--- config.mk ---
export PLATFORM = sky130hd
export DESIGN_NAME = multi_product_vending_ctrl
export DESIGN_NICKNAME = d
export VERILOG_FILES = /design/src/rtl/vend_pkg.sv /design/src/rtl/vend_change_gen.sv /design/src/rtl/multi_product_vending_ctrl.sv
export SDC_FILE = /design/constraint.sdc
export NUM_CORES = 1
export LEC_CHECK = 0
export ABC_AREA = 0
export CORE_MARGIN = 3
export CORE_UTILIZATION = 45
export DETAILED_ROUTE_END_ITERATION = 7
export DONT_BUFFER_PORTS = 1
export RECOVER_POWER = 100
export SYNTH_ARGS = -nofsm -noshare
export SYNTH_HDL_FRONTEND = slang
export SYNTH_SLANG_ARGS = --single-unit
--- constraint.sdc ---
create_clock -name clk -period 3 [get_ports clk]
set_input_delay 0.6 -clock clk [delete_from_list [all_inputs] [get_ports clk]]
set_output_delay 0.6 -clock clk [all_outputs]
set_load 0.01 [all_outputs]
--- src/rtl/vend_pkg.sv ---
// rtl/vend_pkg.sv - shared FSM state, coin codes and coin value helper for the vending controller
package vend_pkg;

    typedef enum logic [1:0] {
        ST_IDLE   = 2'd0,
        ST_CHECK  = 2'd1,
        ST_VEND   = 2'd2,
        ST_CHANGE = 2'd3
    } state_t;

    localparam logic [1:0] COIN_NONE = 2'b00;
    localparam logic [1:0] COIN_1C   = 2'b01;
    localparam logic [1:0] COIN_5C   = 2'b10;
    localparam logic [1:0] COIN_10C  = 2'b11;

    // Face value in cents of a coin code; COIN_NONE is worth nothing.
    function automatic logic [3:0] coin_value(input logic [1:0] code);
        case (code)
            COIN_1C:  return 4'd1;
            COIN_5C:  return 4'd5;
            COIN_10C: return 4'd10;
            default:  return 4'd0;
        endcase
    endfunction

endpackage

--- src/rtl/vend_change_gen.sv ---
// rtl/vend_change_gen.sv - greedy change picker: largest coin not exceeding the remaining credit
module vend_change_gen
    import vend_pkg::*;
#(
    parameter int CREDIT_W = 8
) (
    input  logic [CREDIT_W-1:0] credit,
    output logic [1:0]          coin_code,
    output logic [CREDIT_W-1:0] coin_val
);

    // Pick 10c, then 5c, then 1c; zero credit yields no coin.
    always_comb begin
        coin_code = COIN_NONE;
        if (credit >= CREDIT_W'(10)) begin
            coin_code = COIN_10C;
        end else if (credit >= CREDIT_W'(5)) begin
            coin_code = COIN_5C;
        end else if (credit != '0) begin
            coin_code = COIN_1C;
        end
        coin_val = CREDIT_W'(coin_value(coin_code));
    end

endmodule

--- src/rtl/multi_product_vending_ctrl.sv ---
// rtl/multi_product_vending_ctrl.sv - multi-product vending FSM with credit, stock bank and change payout
module multi_product_vending_ctrl
    import vend_pkg::*;
#(
    parameter int NUM_PRODUCTS = 4,
    parameter int CREDIT_W     = 8,
    parameter int MAX_CREDIT   = 200,
    parameter int STOCK_W      = 4,
    parameter int STOCK_INIT   = 8,
    parameter bit AUTO_CHANGE  = 1'b1,
    localparam int ID_W        = (NUM_PRODUCTS > 1) ? $clog2(NUM_PRODUCTS) : 1
) (
    input  logic                             clk,
    input  logic                             reset,
    input  logic [1:0]                       coin,
    input  logic                             sel_valid,
    input  logic [ID_W-1:0]                  sel_id,
    input  logic                             cancel,
    input  logic [NUM_PRODUCTS*CREDIT_W-1:0] price_table,
    input  logic                             restock,
    input  logic [ID_W-1:0]                  restock_id,
    output logic                             dispense,
    output logic [ID_W-1:0]                  dispense_id,
    output logic                             change_valid,
    output logic [1:0]                       change_coin,
    output logic [CREDIT_W-1:0]              credit,
    output logic                             coin_reject,
    output logic                             err_sold_out,
    output logic                             err_funds,
    output logic                             busy
);

    state_t              state;
    state_t              next_state;
    logic [ID_W-1:0]     id_q;
    logic [STOCK_W-1:0]  stock [NUM_PRODUCTS];
    logic [STOCK_W-1:0]  sel_stock;
    logic [CREDIT_W-1:0] coin_val;
    logic [CREDIT_W-1:0] price;
    logic [CREDIT_W-1:0] idle_credit;
    logic [CREDIT_W-1:0] chg_val;
    logic [1:0]          chg_code;
    logic [CREDIT_W:0]   credit_sum;
    logic                coin_ok;
    logic                id_ok;

    // One extra bit on the sum so the MAX_CREDIT guard sees overflow before it wraps.
    assign coin_val    = CREDIT_W'(coin_value(coin));
    assign credit_sum  = {1'b0, credit} + {1'b0, coin_val};
    assign coin_ok     = (credit_sum <= (CREDIT_W+1)'(MAX_CREDIT));
    assign idle_credit = (coin != COIN_NONE && coin_ok) ? credit_sum[CREDIT_W-1:0] : credit;
    assign id_ok       = ({1'b0, id_q} < (ID_W+1)'(NUM_PRODUCTS));
    assign price       = id_ok ? price_table[int'(id_q)*CREDIT_W +: CREDIT_W] : '0;
    assign sel_stock   = id_ok ? stock[id_q] : '0;

    vend_change_gen #(
        .CREDIT_W (CREDIT_W)
    ) u_change_gen (
        .credit    (credit),
        .coin_code (chg_code),
        .coin_val  (chg_val)
    );

    // Next-state decode; a coin and a cancel in the same IDLE cycle refund the new credit.
    always_comb begin
        next_state = state;
        case (state)
            ST_IDLE: begin
                if (cancel) begin
                    if (idle_credit != '0) next_state = ST_CHANGE;
                end else if (sel_valid) begin
                    next_state = ST_CHECK;
                end
            end
            ST_CHECK: begin
                if (!id_ok || sel_stock == '0 || credit < price) next_state = ST_IDLE;
                else                                              next_state = ST_VEND;
            end
            ST_VEND: begin
                next_state = (AUTO_CHANGE && credit != price) ? ST_CHANGE : ST_IDLE;
            end
            ST_CHANGE: begin
                if (credit == chg_val) next_state = ST_IDLE;
            end
            default: next_state = ST_IDLE;
        endcase
    end

    // State, credit and all registered pulse outputs.
    always_ff @(posedge clk or posedge reset) begin
        if (reset) begin
            state        <= ST_IDLE;
            busy         <= 1'b0;
            credit       <= '0;
            id_q         <= '0;
            dispense     <= 1'b0;
            dispense_id  <= '0;
            change_valid <= 1'b0;
            change_coin  <= COIN_NONE;
            coin_reject  <= 1'b0;
            err_sold_out <= 1'b0;
            err_funds    <= 1'b0;
        end else begin
            state        <= next_state;
            busy         <= (next_state != ST_IDLE);
            dispense     <= 1'b0;
            change_valid <= 1'b0;
            change_coin  <= COIN_NONE;
            err_sold_out <= 1'b0;
            err_funds    <= 1'b0;
            coin_reject  <= (coin != COIN_NONE) && (state != ST_IDLE || !coin_ok);
            case (state)
                ST_IDLE: begin
                    credit <= idle_credit;
                    if (!cancel && sel_valid) id_q <= sel_id;
                end
                ST_CHECK: begin
                    err_sold_out <= id_ok && sel_stock == '0;
                    err_funds    <= !id_ok || (sel_stock != '0 && credit < price);
                end
                ST_VEND: begin
                    dispense    <= 1'b1;
                    dispense_id <= id_q;
                    credit      <= credit - price;
                end
                ST_CHANGE: begin
                    change_valid <= 1'b1;
                    change_coin  <= chg_code;
                    credit       <= credit - chg_val;
                end
                default: ;
            endcase
        end
    end

    // Stock bank: restock reloads a slot and overrides a same-cycle vend decrement.
    always_ff @(posedge clk or posedge reset) begin
        if (reset) begin
            for (int i = 0; i < NUM_PRODUCTS; i++) stock[i] <= STOCK_W'(STOCK_INIT);
        end else begin
            for (int i = 0; i < NUM_PRODUCTS; i++) begin
                if (restock && restock_id == ID_W'(i)) begin
                    stock[i] <= STOCK_W'(STOCK_INIT);
                end else if (state == ST_VEND && id_q == ID_W'(i)) begin
                    stock[i] <= stock[i] - 1'b1;
                end
            end
        end
    end

endmodule
== Yosys cells after proc, flatten, opt, wreduce, memory -nomap -nowiden ==
Cells that the tools add are included.

* Add/sub/neg operators: 7
* $mul: 0
* Div/mod/pow operators: 0
* $lt $le $gt $ge: 5
* Eq/ne operators: 17
* Shifts and indexed selects: 1
* Muxes and demuxes: 30
* Bitwise operators: 1
* Reductions and logical operators: 32

{| class="wikitable"
|+ Operators by type and width
! kind !! count
|-
| two-way mux 4 bit || 10
|-
| indexed part select 32 x 6 -> 8 bit || 1
|-
| one-hot mux 4 bit (3 select lines) || 2
|-
| one-hot mux 8 bit (3 select lines) || 1
|-
| equality test 2 bit, second input constant || 10
|-
| two-way mux 2 bit || 9
|-
| nonzero test 8 bit || 2
|-
| subtractor 4 x 1 -> 4 bit, second input constant || 4
|-
| nonzero test 2 bit || 7
|-
| logical AND 1 bit || 12
|-
| equality test 2 x 1 -> 1 bit, second input constant || 5
|-
| adder 8 x 4 -> 9 bit || 1
|-
| less-or-equal comparator 9 x 8 -> 1 bit, second input constant || 1
|-
| binary-select mux 4 bit (select 2 bit) || 1
|-
| equality test 8 x 4 -> 1 bit || 1
|-
| >= comparator 8 x 3 -> 1 bit, second input constant || 1
|-
| >= comparator 8 x 4 -> 1 bit, second input constant || 1
|-
| less-than comparator 8 bit || 1
|-
| two-way mux 8 bit || 1
|-
| inequality test 8 bit || 1
|-
| one-hot mux 2 bit (4 select lines) || 1
|-
| subtractor 8 x 4 -> 8 bit || 1
|-
| subtractor 8 bit || 1
|-
| logical NOT 2 bit || 3
|-
| 9 further kinds || 15
|}

* Bits in registers: 38
* Bits in latches: 0
* Bits in writable memories: 0
* ROM bits: 0
* Input port bits: 43
* Output and inout port bits: 18
* Logic and storage cells: 108
* Memories: 0

== Longest topological paths before layout ==
* Depth in word-level cells: 11
* Depth in mapped cells: 16
* Mapped depth without buffers: 15

== Hierarchy ==
From an unflattened synthesis, not the netlist that was laid out.

* Cells, all modules: 375
* Area, all modules: 3364.5 um^2

{| class="wikitable"
|+ Modules (own cells, without submodules)
! module !! times used !! cells an instance !! area each (um^2) !! seq. area each (um^2)
|-
| multi_product_vending_ctrl || 1 || 355 || 3225.6 || 955.9
|-
| vend_change_gen || 1 || 20 || 138.9 || 0.0
|}

== Least setup slack after synthesis ==
OpenSTA, ideal clock, no wires.

* Path kind: register to register
* Start: register credit[5]
* End: register credit[5]
* Library setup time: 0.099 ns
* Data arrival time: 2.991 ns
* Required time: 2.901 ns
* Path slack: -0.090 ns
* Cell stages (with the launch flop): 15
* Path buffers: 1
* Clock period less this slack: 3.090 ns
* Path through: dfrtp_1 -> clkbuf_1 -> nor4_1 -> o21ai_0 -> ha_1 -> inv_1 -> ha_1 -> nor2b_1 -> o21ai_0 -> nand2b_1 -> a21o_1 -> o21ai_0 -> a21oi_1 -> a221o_1 -> a311oi_1

* Cells in the longest elaborated chain, start to end: 8
* Elaborated cells between the ends (all ways): 17
* Those cells by class: add/sub: 3; order compare: 3; eq/ne: 3; mux: 6; reduce/logical: 2

{| class="wikitable"
|+ Ends and longest elaborated chain
! what !! RTL line !! text
|-
| start: declaration || multi_product_vending_ctrl.sv:26 || <nowiki>output logic [CREDIT_W-1:0] credit,</nowiki>
|-
| start signal: assignment || multi_product_vending_ctrl.sv:114 || <nowiki>credit <= idle_credit;</nowiki>
|-
| start signal: assignment || multi_product_vending_ctrl.sv:124 || <nowiki>credit <= credit - price;</nowiki>
|-
| start signal: assignment || multi_product_vending_ctrl.sv:129 || <nowiki>credit <= credit - chg_val;</nowiki>
|-
| parallel branches: the longest is 7 deep, another holds >= comparator 8 x 3 -> 1 bit || n/a ||
|-
| one-hot mux 8 bit (3 select lines) * || multi_product_vending_ctrl.sv:112 || <nowiki>case (state)</nowiki>
|}

Every way passes the cells marked *.
A chain may end at the register's enable or synchronous reset.

== Final worst setup path ==
* Start: register id_q[0]
* End: register credit[5]

* Cells in the longest elaborated chain, start to end: 3

{| class="wikitable"
|+ Ends and longest elaborated chain
! what !! RTL line !! text
|-
| start: declaration || multi_product_vending_ctrl.sv:35 || <nowiki>logic [ID_W-1:0] id_q;</nowiki>
|-
| start signal: assignment || multi_product_vending_ctrl.sv:115 || <nowiki>if (!cancel && sel_valid) id_q <= sel_id;</nowiki>
|-
| indexed part select 32 x 6 -> 8 bit || multi_product_vending_ctrl.sv:53 || <nowiki>assign price = id_ok ? price_table[int'(id_q)*CREDIT_W +: CREDIT_W] : '0;</nowiki>
|-
| subtractor 8 bit || multi_product_vending_ctrl.sv:124 ||
|-
| one-hot mux 8 bit (3 select lines) || multi_product_vending_ctrl.sv:112 ||
|}

Every way passes these cells.

==> results.json <==
{
  "ant_nets": 0,
  "io_pins": 61,
  "hpwl_mm": 6.14,
  "syn-instance-count": 356,
  "ir_drop_mv": 0.600,
  "wl_per_cell_um": 15.8,
  "port_buffers": 0,
  "synth_area_leaders": "dfrtp_1 26%, ha_1 9.7%, mux4_2 5.6%",
  "p_per_area_mw_per_mm2": 1230,
  "path_clk_slew_ps": 80,
  "power_frac_comb_pct": 66.4,
  "totalWireLength_mm": 7.67,
  "place_inst": 477,
  "syn_area_mm2": 0.00322,
  "cts.htree.levels": 2,
  "hold_ws_ps": 344,
  "swShare_pct": 45.2,
  "max_cap_violations": 0,
  "diodes": 0,
  "route.detailed.drc": 0,
  "use_met3_pct": 4.00,
  "clockPowerShare_pct": 11.7,
  "synth_top_area_share_pct": 26.4,
  "placedInstanceArea_mm2": 0.00356,
  "status": "completed",
  "cts_root_buf": "clkbuf_8",
  "die_area_mm2": 0.00820,
  "synth_ff_type": "dfrtp_1",
  "final_area_mm2": 0.00370,
  "firstDrtPassIters": 5,
  "route.vias.total": 2684,
  "grt_pass1_vias": 2674,
  "drt_iter0_markers": 133,
  "cp.required_ps": 3200,
  "start_util_pct": 46.8,
  "antenna_found_initial": 0,
  "utilization_pct": 53.9,
  "die_h_um": 90.6,
  "clock_path_buffers": 2,
  "worstSetupPathType": "flip-flop to flip-flop",
  "synth_edf_count": 0,
  "tightestPinTransition_ps": 910,
  "ys_seq_area_share_pct": 29.7,
  "max-slew-margin-rel_pct": 38.5,
  "insertion_delay_ps": 300,
  "layout_min_cycle_time_ps": 2820,
  "numClockSinks": 38,
  "busiest_layer": "met2",
  "final.setup.worst_slack_ps": 182,
  "worstSetupEndpointType": "flip-flop",
  "nets": 459,
  "setup_tns_ps": 0,
  "power_switching_mw": 2.06,
  "finalHoldViolations": 0,
  "min_period_over_period_pct": 93.9,
  "critPathArrivalTime_ps": 3020,
  "synth_most_common_cell": "nor2_1",
  "internal-power_mw": 2.49,
  "syn_nets": 426,
  "grt_max_degree": 22,
  "r2r_cells": 11,
  "synthToLayoutAreaGrowth_pct": 15.1,
  "startpoint_type": "flip-flop",
  "fp.dieW_um": 90.6,
  "dp_slack_ps": -120,
  "final_cells": 486,
  "row_count": 30,
  "critPathMaxFanout": 8,
  "ys_ff_latch": 38,
  "clock.fmax_ghz": 0.355,
  "synth.distinct_cells": 68,
  "vias_per_cell": 5.52,
  "grtUsageMet1_pct": 28.4,
  "grt.total_usage_pct": 19.6,
  "total_power_mw": 4.55,
  "yosys-top-cells-count": "36 x nor2_1, 34 x dfrtp_1, 34 x inv_1, 27 x nand2_1, 25 x ha_1",
  "drive_above_1_share_pct": 19.0,
  "grtUsageMet2_pct": 30.4,
  "fin_skew_ps": 9.92,
  "final-max-slew-violation-count": 0,
  "synth.avg_cell_area_um2": 9.04,
  "cts_inserted_buffers": 5,
  "ff2ff_setup_slack_ps": 180,
  "cts_tree": "built",
  "p_leak_nw": 1.67,
  "rsz0062_at_grt": "false",
  "yosys_warnings": 0,
  "grt_overflow_total": 0,
  "finalSetupViolations": 0,
  "grt_pass1_wl_mm": 13.1,
  "yosys.area.top_type": "dfrtp_1",
  "seqPwrFrac_pct": 21.9,
  "gp_congestion": 0.866,
  "hold_class": "input pin to async pin",
  "synthArstFlopShare_pct": 100,
  "core_area_mm2": 0.00687
}
==> area by class of cell <==
class	count	area (um2)
flip-flops and latches	38	956
clock inverters	3	68.8
clock buffers	5	68.8
multi-input cells	269	2070
well taps	96	120
fillers	630	3170
repair buffers	41	292
inverters	34	128
==> timing repair <==
action | CTS | global route
pin swaps | 0 | 3
resized for setup | 0 | 7
setup buffers | 1 | 0
endpoints found under the setup margin | 1 | 7
hold buffers | 0 | 0
==> flip-flops by register name (all words and copies together), names as in the netlist <==
signal	cells
stock	16
id_q	2
dispense	1
credit	8
coin_reject	1
err_funds	1
state	2
err_sold_out	1
change_valid	1
dispense_id	2
change_coin	2
busy	1
==> path summary, 6_finish.rpt <==
kind / startpoint / endpoint
min reg2reg: stock[10] / stock[10]
max: id_q[0] / credit[5]
min: reset / busy
max in group asynchronous: reset / stock[3]
max reg2reg: id_q[0] / credit[5]
min in group clk: restock_id[0] / stock[7]
==> critical path, cell delays in order (launching register included) <==
cell	delay [ps]
dfrtp_1	410
buf_12	150
mux4_2	480
inv_1	100
ha_1	250
a21o_1	200
a21oi_2	170
o21bai_1	90
a21o_1	210
xnor2_1	130
a221o_1	310
a311oi_1	210
==> power groups by stage <==
stage	logic [mW]	registers (mW)	clock network, mW
floorplan	2.18	0.985	0
global placement	2.94	1.00	0
detailed placement	2.99	1.00	0
CTS	3.00	0.998	0.541
global route	3.40	1.04	0.557
finish	3.02	0.997	0.533
==> kinds of logic after synthesis <==
| kind of cell | synth area share, % |
|---|---|
| simple gates | 19.6 |
| compound gates | 17.5 |
| buf+inv | 6.96 |
| flops | 29.7 |
| fa+ha+maj | 11.0 |
| xor+xnor | 7.08 |
| mux | 8.17 |
==> metal layers <==
metal  part of all wire (%)  up-vias
met5                      0        -
met4                   0.90        0
met3                    6.6        6
met2                     44       79
met1                     49     1272
li1                       -     1327
==> cell usage in the layout (no fill, tap or decap), types with 4 or more instances in the layout <==
cell type	count
dfrtp_1	34
clkbuf_8	5
o22ai_1	5
nor2b_1	4
nor2_1	36
nand2_1	27
ha_1	23
xor2_1	10
o21ai_1	5
mux2i_1	6
xnor2_1	16
o21bai_1	4
nand2b_1	6
a211oi_1	8
o21ai_0	9
buf_4	31
clkbuf_1	7
dfstp_2	4
nor3b_1	5
and3_1	5
mux4_2	8
a21oi_1	13
inv_1	34
nand3_1	6
a21o_1	5
nor3_1	9
Power figures use the tool's default switching activity.
